===== config.mk =====
export PLATFORM = sky130hd
export DESIGN_NAME = hazard_ctrl
export DESIGN_NICKNAME = d
export VERILOG_FILES = /design/src/rtl/hazard_ctrl_pkg.sv /design/src/rtl/hazard_ctrl_sat_counter.sv /design/src/rtl/hazard_ctrl.sv
export SDC_FILE = /design/constraint.sdc
export NUM_CORES = 1
export LEC_CHECK = 0
export CAP_MARGIN = 20
export CELL_PAD_IN_SITES_DETAIL_PLACEMENT = 0
export CELL_PAD_IN_SITES_GLOBAL_PLACEMENT = 1
export CORE_MARGIN = 4
export CORE_UTILIZATION = 30
export DETAILED_ROUTE_END_ITERATION = 6
export GPL_ROUTABILITY_DRIVEN = 0
export HOLD_SLACK_MARGIN = 0.15
export PLACE_DENSITY = 0.71
export SLEW_MARGIN = 20
export SYNTH_ARGS = -nofsm -noshare
export SYNTH_HDL_FRONTEND = slang
export SYNTH_SLANG_ARGS = --single-unit

===== constraint.sdc =====
create_clock -name clk -period 1.95 [get_ports clk]
set_input_delay 0.39 -clock clk [delete_from_list [all_inputs] [get_ports clk]]
set_output_delay 0.39 -clock clk [all_outputs]
set_load 0.005 [all_outputs]

===== src/rtl/hazard_ctrl_pkg.sv =====
// Shared types and constants for the pipeline hazard controller.
// This file holds the state encoding, the hardwired-zero register number and the counter width.
package hazard_pkg;

    localparam int         CNT_W    = 16;
    localparam logic [4:0] ZERO_REG = 5'd31;

    typedef enum logic [0:0] {
        RUN   = 1'b0,
        STALL = 1'b1
    } state_t;

    // Larger of two stall lengths, used when load-use and flag hazards coincide
    function automatic logic [2:0] max_cyc(input logic [2:0] a, input logic [2:0] b);
        logic [2:0] m;
        if (a > b) begin
            m = a;
        end else begin
            m = b;
        end
        return m;
    endfunction

endpackage


===== src/rtl/hazard_ctrl_sat_counter.sv =====
// Saturating event counter.
// It counts up by one on each clock edge where inc is high and stops at all-ones.
module sat_counter #(
    parameter int N = 16
) (
    input  logic         clk,
    input  logic         reset,
    input  logic         inc,
    output logic [N-1:0] count
);

    localparam logic [N-1:0] MAX_VAL = {N{1'b1}};
    localparam logic [N-1:0] ONE_VAL = N'(1);

    // Count register; holds at the maximum instead of wrapping
    always_ff @(posedge clk or negedge reset) begin
        if (!reset) begin
            count <= '0;
        end else if (inc && (count != MAX_VAL)) begin
            count <= count + ONE_VAL;
        end else begin
            count <= count;
        end
    end

endmodule


===== src/rtl/hazard_ctrl.sv =====
// Load-use / flag hazard stall controller with branch flush and stall/flush statistics.
// The stall and flush controls are combinational; the state and counters are registered.
module hazard_ctrl
    import hazard_pkg::*;
#(
    parameter int LD_STALL_CYC   = 1,
    parameter int FLAG_STALL_CYC = 1
) (
    input  logic             clk,
    input  logic             reset,
    input  logic [4:0]       DecRn,
    input  logic [4:0]       DecRm,
    input  logic             DecUsesRn,
    input  logic             DecUsesRm,
    input  logic             DecIsCondBr,
    input  logic [4:0]       ExAw,
    input  logic             ExMemRead,
    input  logic             ExRegWrite,
    input  logic             ExFlagWrite,
    input  logic             ExBrTaken,
    output logic             PCWrite,
    output logic             IFIDWrite,
    output logic             IFIDFlush,
    output logic             IDEXFlush,
    output logic [CNT_W-1:0] StallCount,
    output logic [CNT_W-1:0] FlushCount
);

    localparam logic [2:0] LD_N   = 3'(LD_STALL_CYC);
    localparam logic [2:0] FLAG_N = 3'(FLAG_STALL_CYC);

    state_t     state_r;
    state_t     state_nxt_s;
    logic [2:0] rem_r;
    logic [2:0] rem_nxt_s;
    logic [2:0] n_sel_s;
    logic       ld_haz_s;
    logic       flag_haz_s;
    logic       pc_write_s;
    logic       ifid_write_s;
    logic       ifid_flush_s;
    logic       idex_flush_s;

    // A load writing r31 never creates a dependence, since r31 reads as zero
    assign ld_haz_s = ExMemRead && ExRegWrite && (ExAw != ZERO_REG) &&
                      ((DecUsesRn && (DecRn == ExAw)) || (DecUsesRm && (DecRm == ExAw)));
    assign flag_haz_s = DecIsCondBr && ExFlagWrite;

    // Stall length for the hazard detected this cycle
    always_comb begin
        n_sel_s = FLAG_N;
        if (ld_haz_s && flag_haz_s) begin
            n_sel_s = max_cyc(LD_N, FLAG_N);
        end else if (ld_haz_s) begin
            n_sel_s = LD_N;
        end else begin
            n_sel_s = FLAG_N;
        end
    end

    // Pipeline control decode and next-state logic; a taken branch wins over everything
    always_comb begin
        pc_write_s   = 1'b1;
        ifid_write_s = 1'b1;
        ifid_flush_s = 1'b0;
        idex_flush_s = 1'b0;
        state_nxt_s  = state_r;
        rem_nxt_s    = rem_r;
        if (!reset) begin
            state_nxt_s = RUN;
            rem_nxt_s   = 3'd0;
        end else if (ExBrTaken) begin
            ifid_flush_s = 1'b1;
            idex_flush_s = 1'b1;
            state_nxt_s  = RUN;
            rem_nxt_s    = 3'd0;
        end else if (state_r == STALL) begin
            pc_write_s   = 1'b0;
            ifid_write_s = 1'b0;
            idex_flush_s = 1'b1;
            if (rem_r <= 3'd1) begin
                state_nxt_s = RUN;
                rem_nxt_s   = 3'd0;
            end else begin
                state_nxt_s = STALL;
                rem_nxt_s   = rem_r - 3'd1;
            end
        end else if (ld_haz_s || flag_haz_s) begin
            pc_write_s   = 1'b0;
            ifid_write_s = 1'b0;
            idex_flush_s = 1'b1;
            rem_nxt_s    = n_sel_s - 3'd1;
            if (n_sel_s > 3'd1) begin
                state_nxt_s = STALL;
            end else begin
                state_nxt_s = RUN;
            end
        end else begin
            state_nxt_s = RUN;
            rem_nxt_s   = 3'd0;
        end
    end

    // State and remaining-cycle registers
    always_ff @(posedge clk or negedge reset) begin
        if (!reset) begin
            state_r <= RUN;
            rem_r   <= 3'd0;
        end else begin
            state_r <= state_nxt_s;
            rem_r   <= rem_nxt_s;
        end
    end

    assign PCWrite   = pc_write_s;
    assign IFIDWrite = ifid_write_s;
    assign IFIDFlush = ifid_flush_s;
    assign IDEXFlush = idex_flush_s;

    sat_counter #(.N(CNT_W)) u_stall_cnt (
        .clk   (clk),
        .reset (reset),
        .inc   (~pc_write_s),
        .count (StallCount)
    );

    sat_counter #(.N(CNT_W)) u_flush_cnt (
        .clk   (clk),
        .reset (reset),
        .inc   (ExBrTaken),
        .count (FlushCount)
    );

endmodule


==> impl_metrics.env, run 1 <==
export IMPL_ys_seq_area_share_pct=46.78
export IMPL_syn_area_per_cell_um2=10.58
export IMPL_startpoint="ExRegWrite"
export IMPL_endpoint_kind="output pin"
export IMPL_path_buf_inv=2
export IMPL_die_area_um2=7764
export IMPL_post_route_period_util_pct=97.69
export IMPL_ios=60
export IMPL_start_util_pct=31.77
export IMPL_worstSetupPathType="in -> out"
export IMPL_cts_tree="done"
export IMPL_clock_sinks=36
export IMPL_grt_pass1_vias=1705
export IMPL_power_leakage_uw=0.001369
export IMPL_drc=0
export IMPL_nets=310
export IMPL_slowest_delay_ns=0.42
export IMPL_wl_met1_um=2289
export IMPL_io_buffers=59
export IMPL_holdWs_ns=0.1989
export IMPL_async_flop_share_pct=100.0
export IMPL_drt_iter0_drc=60
export IMPL_ant_nets=0
export IMPL_ys_ff_latch=36
export IMPL_core_um2=6061
export IMPL_setup_violations_final=0
export IMPL_drive_above_1_share_pct=29.33
export IMPL_fp_row_count=28
export IMPL_clkLatencyLatePin_ns=0.28
export IMPL_routedWlPerCell_um=13.67
export IMPL_period_minus_slack_ns=1.905
export IMPL_timing_rr_start="u_stall_cnt.count[0]"
export IMPL_wl_met2_um=2211
export IMPL_drv_cap=0
export IMPL_met3WireLength_um=340
export IMPL_cts_hold_buf=0
export IMPL_cts_made_buffers=5
export IMPL_ys_warnings_count=0
export IMPL_cp_slowest_cell="clkdlybuf4s50_1"
export IMPL_yosys_area_top_type="dfrtp_1"
export IMPL_n_antenna_cell=0
export IMPL_grt_overflow=0
export IMPL_grtUsageTotal_pct=12.92
export IMPL_clkTransAtPathRegs_ns=0.07
export IMPL_final_cell_mix="dfrtp_1, buf_4, clkdlybuf4s50_1, xnor2_1"
export IMPL_rsz0062_at_grt="true"
export IMPL_crit_fanout=2
export IMPL_grt_max_degree=37
export IMPL_synth_main_ff_cell="dfrtp_1"
export IMPL_syn_to_final_growth_pct=56.60
export IMPL_crit_required_ns=1.56
export IMPL_cts_htree_levels=2
export IMPL_fp_dieW_um=88.12
export IMPL_cts_root_buf="clkbuf_8"
export IMPL_hold_viol=0
export IMPL_tightest_slew_ns=0.4590
export IMPL_dp_final_hpwl_um=3644
export IMPL_cp_top_family="buffers and inverters"
export IMPL_crit_chain="clkdlybuf4s50_1, o211a_1, a21boi_4, nand2b_4, clkdlybuf4s15_2"
export IMPL_fmax_mhz=525.0
export IMPL_routed_via_count=1710
export IMPL_cp_arrival_ns=1.51
export IMPL_synth_cells=182
export IMPL_dp_slack_ns=-0.7417
export IMPL_fillers=589
export IMPL_layout_setup_ws_ns=0.04512
export IMPL_die_h_um=88.12
export IMPL_status="finished, final reports clean"
export IMPL_synth_edf_count=0
export IMPL_slew_violations=0
export IMPL_vias_per_cell=4.777
export IMPL_routed_wl_um=4895
export IMPL_cp_start_kind="input port"
export IMPL_relSlewSlack_pct=69.40
export IMPL_synth_net_count=210
export IMPL_synth_area_um2=1926
export IMPL_antenna_found_initial=0
export IMPL_netlist_top_cells_area="dfrtp_1, xnor2_1, nand3_1, nand4_1, xor2_1"
export IMPL_ir_drop_uv=594.8
export IMPL_grt_first_pass_wirelength_um=7879
export IMPL_final_common_cell="dfrtp_1"
export IMPL_drt_pass1_iter_count=4
export IMPL_top_layer="met4"
export IMPL_cellPowerDensity_nw_per_um2=765.4
export IMPL_clk_path_buf_depth=2
export IMPL_hold_path_class="in -> async"
export IMPL_synth_distinct_cells=37
export IMPL_fin_skew_ns=0.005683
export IMPL_synth_top_area_share_pct=46.78
==> where the power goes <==
| group | total (µW) | switching (µW) | internal [µW] |
|---|---|---|---|
| Clock | 515 | 260 | 255 |
| Combinational | 816 | 327 | 490 |
| Sequential | 977 | 114 | 863 |
==> cell usage after synthesis, drive strengths merged, types with 2 or more instances <==
library cell and count:
a21boi 2, nor2b 2, nand3 17, and2 2
nor3 4, xor2 7, nor4 4, xnor2 32
buf 2, mux2 4, dfrtp 36, and3 7
a21oi 4, o211ai 2, nand2 16, ha 4
inv 6, and4 2, nor2 10, nand4 11
==> timing repair <==
item,in CTS,in global routing
resized for setup,71,11
setup endpoints to repair,8,16
gates cloned,0,1
pin swaps,18,23
buffers inserted,2,2
==> flip-flops by register name (all words and copies together), names as in the netlist <==
name and cells:
u_flush_cnt.count 16, u_stall_cnt.count 16, rem_r 3, state_r 1
==> layout make-up <==
type	instances	area, µm²	area share [%]
flip-flops and latches	36	902.1	29.92
multi-input cells	138	1099	36.43
clock buffers	7	76.32	2.531
repair buffers	95	813.3	26.97
well taps	75	93.84	3.112
clock inverters	1	8.758	0.2905
inverters	6	22.52	0.7469
==> logic make-up (layout without fill, tap and decap cells) <==
logic type               after synthesis  in the layout  share of synthesized area (%)
flip-flops                            36             36                          46.78
AND/OR/NAND/NOR                       78             78                          22.68
adder cells (fa/ha/maj)                4              4                          2.599
XOR/XNOR                              39             39                          17.74
buffers and inverters                  8            109                          2.144
AO/OA/AOI/OAI                         13             13                          5.523
multiplexers                           4              4                          2.534
==> per-layer routing <==
layer | up-vias | track usage, %
met3 | 4 | 3.010
met4 | 0 | 4.945
met1 | 822 | 17.44
li1 | 837 | -
met5 | - | 0
met2 | 47 | 20.14
==> stage by stage <==
step | instances | TNS (ns) | area, µm² | total power, µW | utilization [%]
after floorplan | 182 | 0 | 1939 | 1286 | -
after global placement | 345 | -6.289 | 2833 | 1784 | 46.74
final | 358 | 0 | 3015 | 2308 | 49.75
after detailed placement | 345 | -6.599 | 2833 | 1794 | 46.74
after CTS | 355 | -0.003855 | 2974 | 2330 | 49.07
after global routing | 358 | -0.07800 | 3015 | 2457 | 49.75
==> final timing paths <==
check / cells after the start / slack [ns] / end
min: 2 / 0.20 / rem_r[2]
max reg2reg: 7 / 0.10 / u_stall_cnt.count[1]
min in group clk: 1 / 0.46 / rem_r[0]
max in group asynchronous: 2 / 1.41 / u_stall_cnt.count[0]
min reg2reg: 1 / 0.46 / rem_r[0]
max: 5 / 0.05 / IFIDWrite
Note: power is estimated with default switching activity, not from simulation.
==> inputs of run 2 (changes only) <==
- CAP_MARGIN: 20 -> 15
- PLACE_DENSITY: 0.71 -> not set
- PLACE_DENSITY_LB_ADDON: not set -> 0.1
==> run 2 against run 1 <==
Net effect: final cell count up 1.7%; sequential share of layout area down 0.76 points; wire length up 2.5%.
==> impl_metrics.env, run 2 (synthesized netlist as in run 1, its figures left out) <==
export IMPL_routed_wl_um=5016
export IMPL_ios=60
export IMPL_power_leakage_uw=0.001401
export IMPL_cts_htree_levels=2
export IMPL_endpoint_kind="register"
export IMPL_crit_required_ns=2.13
export IMPL_cp_arrival_ns=2.08
export IMPL_period_minus_slack_ns=1.899
export IMPL_syn_to_final_growth_pct=60.69
export IMPL_drc=0
export IMPL_status="finished, final reports clean"
export IMPL_tightest_slew_ns=0.3549
export IMPL_dp_final_hpwl_um=3836
export IMPL_cts_root_buf="clkbuf_8"
export IMPL_clkLatencyLatePin_ns=0.29
export IMPL_p_int_uw=1827
export IMPL_cp_start_kind="register"
export IMPL_r2r_slack_ns=0.05
export IMPL_pwr_share_seq_pct=38.1
export IMPL_grt_overflow=0
export IMPL_swShare_pct=28.01
export IMPL_die_area_um2=7764
export IMPL_clkTransAtPathRegs_ns=0.07
export IMPL_io_buffers=59
export IMPL_antenna_found_initial=0
export IMPL_hold_path_class="in -> async"
export IMPL_drt_iter0_drc=41
export IMPL_p_comb_share_pct=33.4
export IMPL_grt_pass1_vias=1690
export IMPL_cts_tree="done"
export IMPL_cts_made_buffers=5
export IMPL_n_antenna_cell=0
export IMPL_routed_via_count=1707
export IMPL_crit_fanout=5
export IMPL_hold_viol=0
export IMPL_fmax_mhz=526.5
export IMPL_drt_pass1_iter_count=4
export IMPL_fp_dieW_um=88.12
export IMPL_grt_max_degree=24
export IMPL_pwr_share_clk_pct=28.5
export IMPL_core_um2=6061
export IMPL_largestRegisters="u_flush_cnt.count: 16 flops, u_stall_cnt.count: 16 flops, rem_r: 3 flops"
export IMPL_setup_violations_final=0
export IMPL_clk_path_buf_depth=2
export IMPL_dp_cells=352
export IMPL_stdcell_count=364
export IMPL_cellPowerDensity_nw_per_um2=820.0
export IMPL_nets=316
export IMPL_grtUsageTotal_pct=13.47
export IMPL_drv_cap=0
export IMPL_fp_row_count=28
export IMPL_clock_sinks=36
export IMPL_p_switching_uw=710.7
export IMPL_fin_skew_ns=0.002543
export IMPL_worstSetupPathType="reg -> reg"
export IMPL_vias_per_cell=4.690
export IMPL_final_cell_mix="clkdlybuf4s50_1, buf_4, dfrtp_1, xnor2_1, nand3_1"
export IMPL_start_util_pct=31.77
export IMPL_slew_violations=0
export IMPL_die_h_um=88.12
export IMPL_holdWs_ns=0.1993
export IMPL_grt_first_pass_wirelength_um=8114
export IMPL_relSlewSlack_pct=76.24
export IMPL_ir_drop_uv=607.1
export IMPL_post_route_period_util_pct=97.40
export IMPL_ant_nets=0
export IMPL_drive_above_1_share_pct=26.64
export IMPL_tns_ns=0
export IMPL_routedWlPerCell_um=13.78
[run 2: changes by cell type in the layout (fill, tap and decap cells not counted), sizes merged]
cell,change
dlygate4sd3,+2
clkdlybuf4s50,+4
dlygate4sd2,+3
buf,-1
clkdlybuf4s15,-5
bufinv,+1
clkbuf,+3
clkinv,-1
[run 2: metrics by stage]
stage	util, %	worst slack [ns]	total power (µW)	instance area [µm²]
3_5_place_dp	47.81	-0.6381	1828	2898
6_report	51.05	0.05078	2537	3094
3_3_place_gp	47.81	-0.6127	1827	2898
2_1_floorplan	-	0.005971	1286	1939
4_1_cts	50.19	0.02452	2564	3042
5_1_grt	51.05	-0.01985	2685	3094
[run 2: final cells by class]
class | instances | area, µm²
fillers | 590 | 2967
repair buffers | 101 | 900.9
well taps | 75 | 93.84
flip-flops and latches | 36 | 902.1
multi-input cells | 138 | 1049
inverters | 6 | 22.52
clock inverters | 1 | 30.03
clock buffers | 7 | 96.34
[run 2: worst paths after layout]
| path | start | end | cells after the start |
|---|---|---|---|
| max in group asynchronous | reset | rem_r[1] | 3 |
| min in group clk | rem_r[0] | rem_r[0] | 1 |
| setup reg to reg | u_stall_cnt.count[1] | u_stall_cnt.count[10] | 8 |
| hold / removal | reset | u_stall_cnt.count[15] | 2 |
| hold reg to reg | rem_r[0] | rem_r[0] | 1 |
| setup / recovery | u_stall_cnt.count[1] | u_stall_cnt.count[10] | 8 |
[run 2: power groups by stage]
stage | combinational, µW | sequential, µW | clock, µW
2_1_floorplan | 249 | 1040 | 0
3_3_place_gp | 845 | 982 | 0
3_5_place_dp | 846 | 982 | 0
4_1_cts | 848 | 970 | 746
5_1_grt | 927 | 989 | 769
6_report | 848 | 967 | 722
[run 2: worst max-delay path, stage by stage (launching register included)]
cell and delay, ns:
dfrtp_1 0.41, ha_4 0.18, and3_4 0.18, and4_4 0.19, a211oi_2 0.17, a22o_2 0.24, clkbuf_16 0.16, nand4_1 0.11
xnor2_1 0.14
[run 2: per-layer routing]
metal	global-route usage (%)	vias to the layer above	wire, µm
met5	0	-	0
met4	3.709	0	63
met3	3.293	7	215
met2	21.99	37	2409
met1	17.88	815	2327
li1	-	848	-
[run 2: timing repair]
action	CTS	global route
hold endpoints to repair	4	0
pin swaps	15	18
resized for setup	33	21
endpoints found under the setup margin	9	16
cloned	0	1
setup buffers	1	0
hold buffers	2	0
==> inputs of run 3 (changes only) <==
- ABC_CLOCK_PERIOD_IN_PS: not set -> 1950
- CORE_UTILIZATION: 30 -> 25
==> run 3 against run 2 <==
Net effect: clock power down 9.0%; die area increased by 18%; clock-buffer cell count down 2; power shrank 2.3%; sequential share of layout area about the same; fmax grew 1.1%; final cell count increased by 6.3%.
==> impl_metrics.env, run 3 (synthesized netlist as in run 1, its figures left out) <==
export IMPL_status="finished, final reports clean"
export IMPL_dp_final_hpwl_um=3956
export IMPL_clock_sinks=36
export IMPL_drv_cap=0
export IMPL_cp_arrival_ns=2.05
export IMPL_grt_overflow=0
export IMPL_worstSetupPathType="reg -> reg"
export IMPL_met3WireLength_um=238
export IMPL_stdcell_count=387
export IMPL_grtUsageTotal_pct=11.82
export IMPL_hold_path_class="in -> async"
export IMPL_ant_nets=0
export IMPL_setup_violations_final=0
export IMPL_multiInputGateArea_um2=1036
export IMPL_period_minus_slack_ns=1.879
export IMPL_final_cell_mix="clkdlybuf4s50_1, buf_4, dfrtp_1, xnor2_1, nand3_1"
export IMPL_p_int_uw=1754
export IMPL_pwr_share_seq_pct=39.2
export IMPL_drt_iter0_drc=19
export IMPL_nets=315
export IMPL_power_leakage_uw=0.001370
export IMPL_hold_viol=0
export IMPL_cts_htree_levels=2
export IMPL_holdWs_ns=0.1728
export IMPL_final_common_cell="clkdlybuf4s50_1"
export IMPL_top_layer="met4"
export IMPL_die_area_um2=9171
export IMPL_clkTransAtPathRegs_ns=0.08
export IMPL_crit_required_ns=2.12
export IMPL_routed_wl_um=5042
export IMPL_cp_start_kind="register"
export IMPL_wl_met1_um=2352
export IMPL_fp_row_count=31
export IMPL_antenna_found_initial=0
export IMPL_fmax_mhz=532.2
export IMPL_post_route_period_util_pct=96.36
export IMPL_ios=60
export IMPL_fin_skew_ns=0.003968
export IMPL_routed_via_count=1686
export IMPL_slew_violations=0
export IMPL_vias_per_cell=4.357
export IMPL_dp_cells=376
export IMPL_ir_drop_uv=569.3
export IMPL_layout_setup_ws_ns=0.07091
export IMPL_drive_above_1_share_pct=26.74
export IMPL_grt_first_pass_wirelength_um=8418
export IMPL_regArea_um2=903.4
export IMPL_crit_fanout=5
export IMPL_pwr_share_clk_pct=26.5
export IMPL_wl_met2_um=2418
export IMPL_p_comb_share_pct=34.3
export IMPL_cts_made_buffers=5
export IMPL_endpoint_kind="register"
export IMPL_die_h_um=95.77
export IMPL_n_antenna_cell=0
export IMPL_drt_pass1_iter_count=4
export IMPL_p_switching_uw=724.4
export IMPL_grt_max_degree=24
export IMPL_cts_root_buf="clkbuf_8"
export IMPL_rsz0062_at_grt="true"
export IMPL_core_um2=7370
export IMPL_dp_slack_ns=-0.6336
export IMPL_io_buffers=59
export IMPL_grt_pass1_vias=1773
export IMPL_tightest_slew_ns=0.3086
export IMPL_cellPowerDensity_nw_per_um2=800.5
export IMPL_clkLatencyLatePin_ns=0.29
export IMPL_swShare_pct=29.23
export IMPL_syn_to_final_growth_pct=60.75
export IMPL_routedWlPerCell_um=13.03
export IMPL_report_power_total_uw=2478
export IMPL_fp_dieW_um=95.77
export IMPL_relSlewSlack_pct=79.27
export IMPL_largestRegisters="u_flush_cnt.count: 16 flops, u_stall_cnt.count: 16 flops, rem_r: 3 flops"
export IMPL_cts_tree="done"
export IMPL_clk_path_buf_depth=2
export IMPL_drc=0
export IMPL_start_util_pct=26.13
export IMPL_fillers=732
-- run 3: cell types whose count changed in the layout (fill, tap and decap cells not counted), sizes merged --
cell,previous run,this run
clkdlybuf4s50,38,39
dlygate4sd2,8,6
clkinv,0,1
dlygate4sd3,2,1
clkbuf,13,10
clkinvlp,0,1
clkdlybuf4s15,3,5
-- run 3: area by class of cell --
class                   instances  share of cell area (%)
repair buffers                100                   29.02
well taps                      99                   4.002
multi-input cells             138                   33.47
inverters                       6                  0.7276
flip-flops and latches         36                   29.18
clock inverters                 3                   1.374
clock buffers                   5                   2.223
-- run 3: timing repair --
action / CTS / global route
gates resized for setup: 33 / 20
hold buffers: 1 / 0
gates cloned: 0 / 1
hold endpoints to repair: 13 / 0
setup endpoints to repair: 12 / 10
pin swaps: 14 / 17
setup buffers: 1 / 0
-- run 3: through the flow --
step                      cell area (µm²)  setup TNS, ns  utilization [%]
after global routing                 3095       -0.01666            42.00
final                                3095              0            42.00
after detailed placement             2928         -6.426            39.73
after CTS                            3054              0            41.44
after global placement               2928         -6.253            39.73
after floorplan                      1939              0                -
-- run 3: critical path, cell delays in order (launching register included) --
cell	delay, ns
dfrtp_2	0.43
ha_4	0.16
and3_4	0.18
and4_4	0.19
a211oi_2	0.16
a22o_2	0.23
buf_12	0.12
mux2_4	0.28
-- run 3: power groups by stage --
stage / sequential (µW) / combinational, µW / clock (µW)
5_1_grt: 988 / 948 / 712
2_1_floorplan: 1040 / 249 / 0
4_1_cts: 971 / 857 / 687
3_3_place_gp: 984 / 855 / 0
3_5_place_dp: 982 / 857 / 0
6_report: 970 / 851 / 657
-- run 3: final timing paths --
path                                 startpoint                     to  slack, ns  cells after the start
min                                       reset  u_stall_cnt.count[14]       0.17                      2
max reg2reg                u_stall_cnt.count[0]   u_stall_cnt.count[1]       0.07                      7
max in group asynchronous                 reset  u_flush_cnt.count[15]       1.08                      3
min in group clk                       rem_r[0]               rem_r[0]       0.46                      1
min reg2reg                            rem_r[0]               rem_r[0]       0.46                      1
max                        u_stall_cnt.count[0]   u_stall_cnt.count[1]       0.07                      7
-- run 3: routing by layer --
| metal | global-route usage, % | vias to the layer above |
|---|---|---|
| met5 | 0 | - |
| met4 | 3.199 | 0 |
| met3 | 3.206 | 4 |
| met2 | 19.11 | 36 |
| met1 | 15.57 | 800 |
| li1 | - | 846 |
==> patch (config.mk and constraints of run 3) <==
Put a register stage on the output `FlushCount`, cleared by the reset. The value now appears one clock later. The other outputs are not delayed to match.
--- a/src/rtl/hazard_ctrl.sv
+++ b/src/rtl/hazard_ctrl.sv
@@ -28,6 +28,8 @@
 
     localparam logic [2:0] LD_N   = 3'(LD_STALL_CYC);
     localparam logic [2:0] FLAG_N = 3'(FLAG_STALL_CYC);
+
+    logic [CNT_W-1:0] FlushCount_d;
 
     state_t     state_r;
     state_t     state_nxt_s;
@@ -128,8 +130,16 @@
         .clk   (clk),
         .reset (reset),
         .inc   (ExBrTaken),
-        .count (FlushCount)
+        .count (FlushCount_d)
     );
+
+    always_ff @(posedge clk or negedge reset) begin
+        if (!reset) begin
+            FlushCount <= '0;
+        end else begin
+            FlushCount <= FlushCount_d;
+        end
+    end
 
 endmodule
 
Behaviour: not the same (a bounded check fails within 4 cycles, from zero or initial values and one cycle with reset low).
==> patch against run 3 <==
Hold slack better by 0.064 ns; total power rose by 5.5%; design area up 13%; synthesized cell count grew 6.0%; register-to-register slack better by 0.09 ns; sequential cell count is 16 higher; sequential power rose by 38%; routed wire length up 12%; synthesized area up 18%; setup slack got worse by 0.035 ns.
==> patch: results (changes against run 3) <==
Starting DRT DRC Count 47 (+28); YS warnings 0 (unchanged); largest net degree at the start of global routing 44 (+83%); switching share of total power 0.286 (-0.00598); clock root buffer clkbuf_8; startpoint types primary input; placed wire-length estimate 3.96 mm (+0.17%); FF-to-FF setup slack 0.16 ns (+0.09 ns); Critical Path AT 1.52 ns (-0.53 ns); Commonest cells post-synth dfrtp_1 (52), xnor2_1 (28), nand2_1 (17), nor2_1 (13); Worst Path Max Fanout 3 (-2); register area share after synthesis 0.571 (+0.104); Rel. slew slack 0.639 (-0.154); layout cell share with drive strength beyond 1 0.333 (+0.0660); Post-Route Skew 0.00708 ns (+0.00311 ns); Skew-Pair Late Insertion Delay 0.31 ns (+0.02 ns); leakage power 1.66 nW (+21%); DRC 0 (unchanged); reg2reg start u_stall_cnt.count[14]; R2R cell count 6 (-1); first-pass GRT wire length 9.38 mm (+11%); largest registers FlushCount: 16 flops, u_flush_cnt.count: 16 flops, u_stall_cnt.count: 16 flops; crit-path leading delay family buffers and inverters; distinct cell type count after synthesis 38 (+2.7%); Reg clk slew, reported paths 0.10 ns (+0.02 ns); vias in the first global route 1927 (+8.7%); Total GRT Usage 0.111 (-0.00679); Area contributors post-synth dfrtp_1 (57%), xnor2_1 (11%), xor2_1 (4.2%); Synthesized Nets 221 (+5.2%); Setup WS pre-CTS -0.725 ns (-0.0910 ns); Synth async-reset ratio 1.00 (unchanged); status completed; Critical R2R Capture u_stall_cnt.count[7]; Wirelength per Cell 13.8 um (+5.6%); Max VDD drop 0.000365 V (-36%); slowest CP cell clkdlybuf4s50_1; Layout Nets 330 (+4.8%); routed vias/inst 4.29 (-1.5%)
==> patch: cell types whose count changed after synthesis, moves of 4 or more <==
cell and delta:
dfrtp_1 +16, nand3_1 -6, xnor2_1 -4, xor2_1 +4
==> patch: kinds of logic (layout without fill, tap and decap cells) <==
logic type	count (synthesis)	in the layout	share of synthesized area
mux	2	2	0.00989
fa+ha+maj	4	4	0.0220
buf+inv	10	119	0.0214
compound gates	13	13	0.0461
xor+xnor	39	39	0.150
simple gates	73	74	0.179
flops	52	52	0.571
==> patch: area by class of cell <==
cell class | count | area [sq um]
Fill cell | 878 | 5320
Sequential cell | 52 | 1300
Inverter | 8 | 30.0
Timing Repair Buffer | 103 | 860
Tap cell | 108 | 135
Multi-Input combinational cell | 132 | 1070
Clock buffer | 5 | 68.8
Clock inverter | 3 | 22.5
==> patch: worst max path at each step <==
stage | slack [ns] | depth (start not counted) | to | start
floorplan | 0.20 | 7 | u_stall_cnt.count[1] | u_stall_cnt.count[0]
global placement | -0.70 | 7 | IDEXFlush | ExAw[1]
detailed placement | -0.72 | 7 | IDEXFlush | ExAw[1]
CTS | -0.01 | 8 | IDEXFlush | DecRm[1]
global route | -0.05 | 8 | IDEXFlush | ExAw[3]
finish | 0.04 | 6 | IDEXFlush | DecIsCondBr
==> patch: metal layers <==
| metal | wire (um) | track usage |
|---|---|---|
| met1 | 2390 | 0.138 |
| met2 | 2740 | 0.189 |
| met3 | 466 | 0.0362 |
| met4 | 52 | 0.0259 |
| met5 | 0 | 0 |
==> patch: worst register-to-register path, delay by kind of cell, from the launching register on <==
family	cells	cell delay (ns)
and+or+nand+nor	4	0.77
DFF	1	0.40
AOI/OAI and AO/OA	1	0.36
xor gates and xnor gates	1	0.19
==> patch: power by group through the flow <==
stage	logic (W)	clock network [W]	registers, W
4_1_cts	0.000621	0.000683	0.00134
2_1_floorplan	0.000187	0	0.00137
3_5_place_dp	0.000588	0	0.00136
3_3_place_gp	0.000588	0	0.00137
6_report	0.000631	0.000644	0.00134
5_1_grt	0.000706	0.000716	0.00137
==> patch: per-stage QoR <==
| step | total power (W) | instances | instance area (sq um) | utilization | hold slack [ns] |
|---|---|---|---|---|---|
| 6_report | 0.00261 | 411 | 3490 | 0.396 | 0.236 |
| 5_1_grt | 0.00279 | 411 | 3490 | 0.396 | 0.295 |
| 4_1_cts | 0.00265 | 408 | 3410 | 0.387 | 0.263 |
| 3_5_place_dp | 0.00195 | 385 | 3180 | 0.361 | 0.410 |
| 3_3_place_gp | 0.00195 | 385 | 3180 | 0.361 | 0.403 |
| 2_1_floorplan | 0.00156 | 193 | 2280 | - | 0.0944 |
==> patch: repair_timing <==
action,CTS,global route
setup buffers,16,3
resized for setup,80,28
hold endpoints to repair,9,0
gates cloned,1,0
pin swaps,23,22
setup endpoints to repair,13,13
hold buffers,1,0
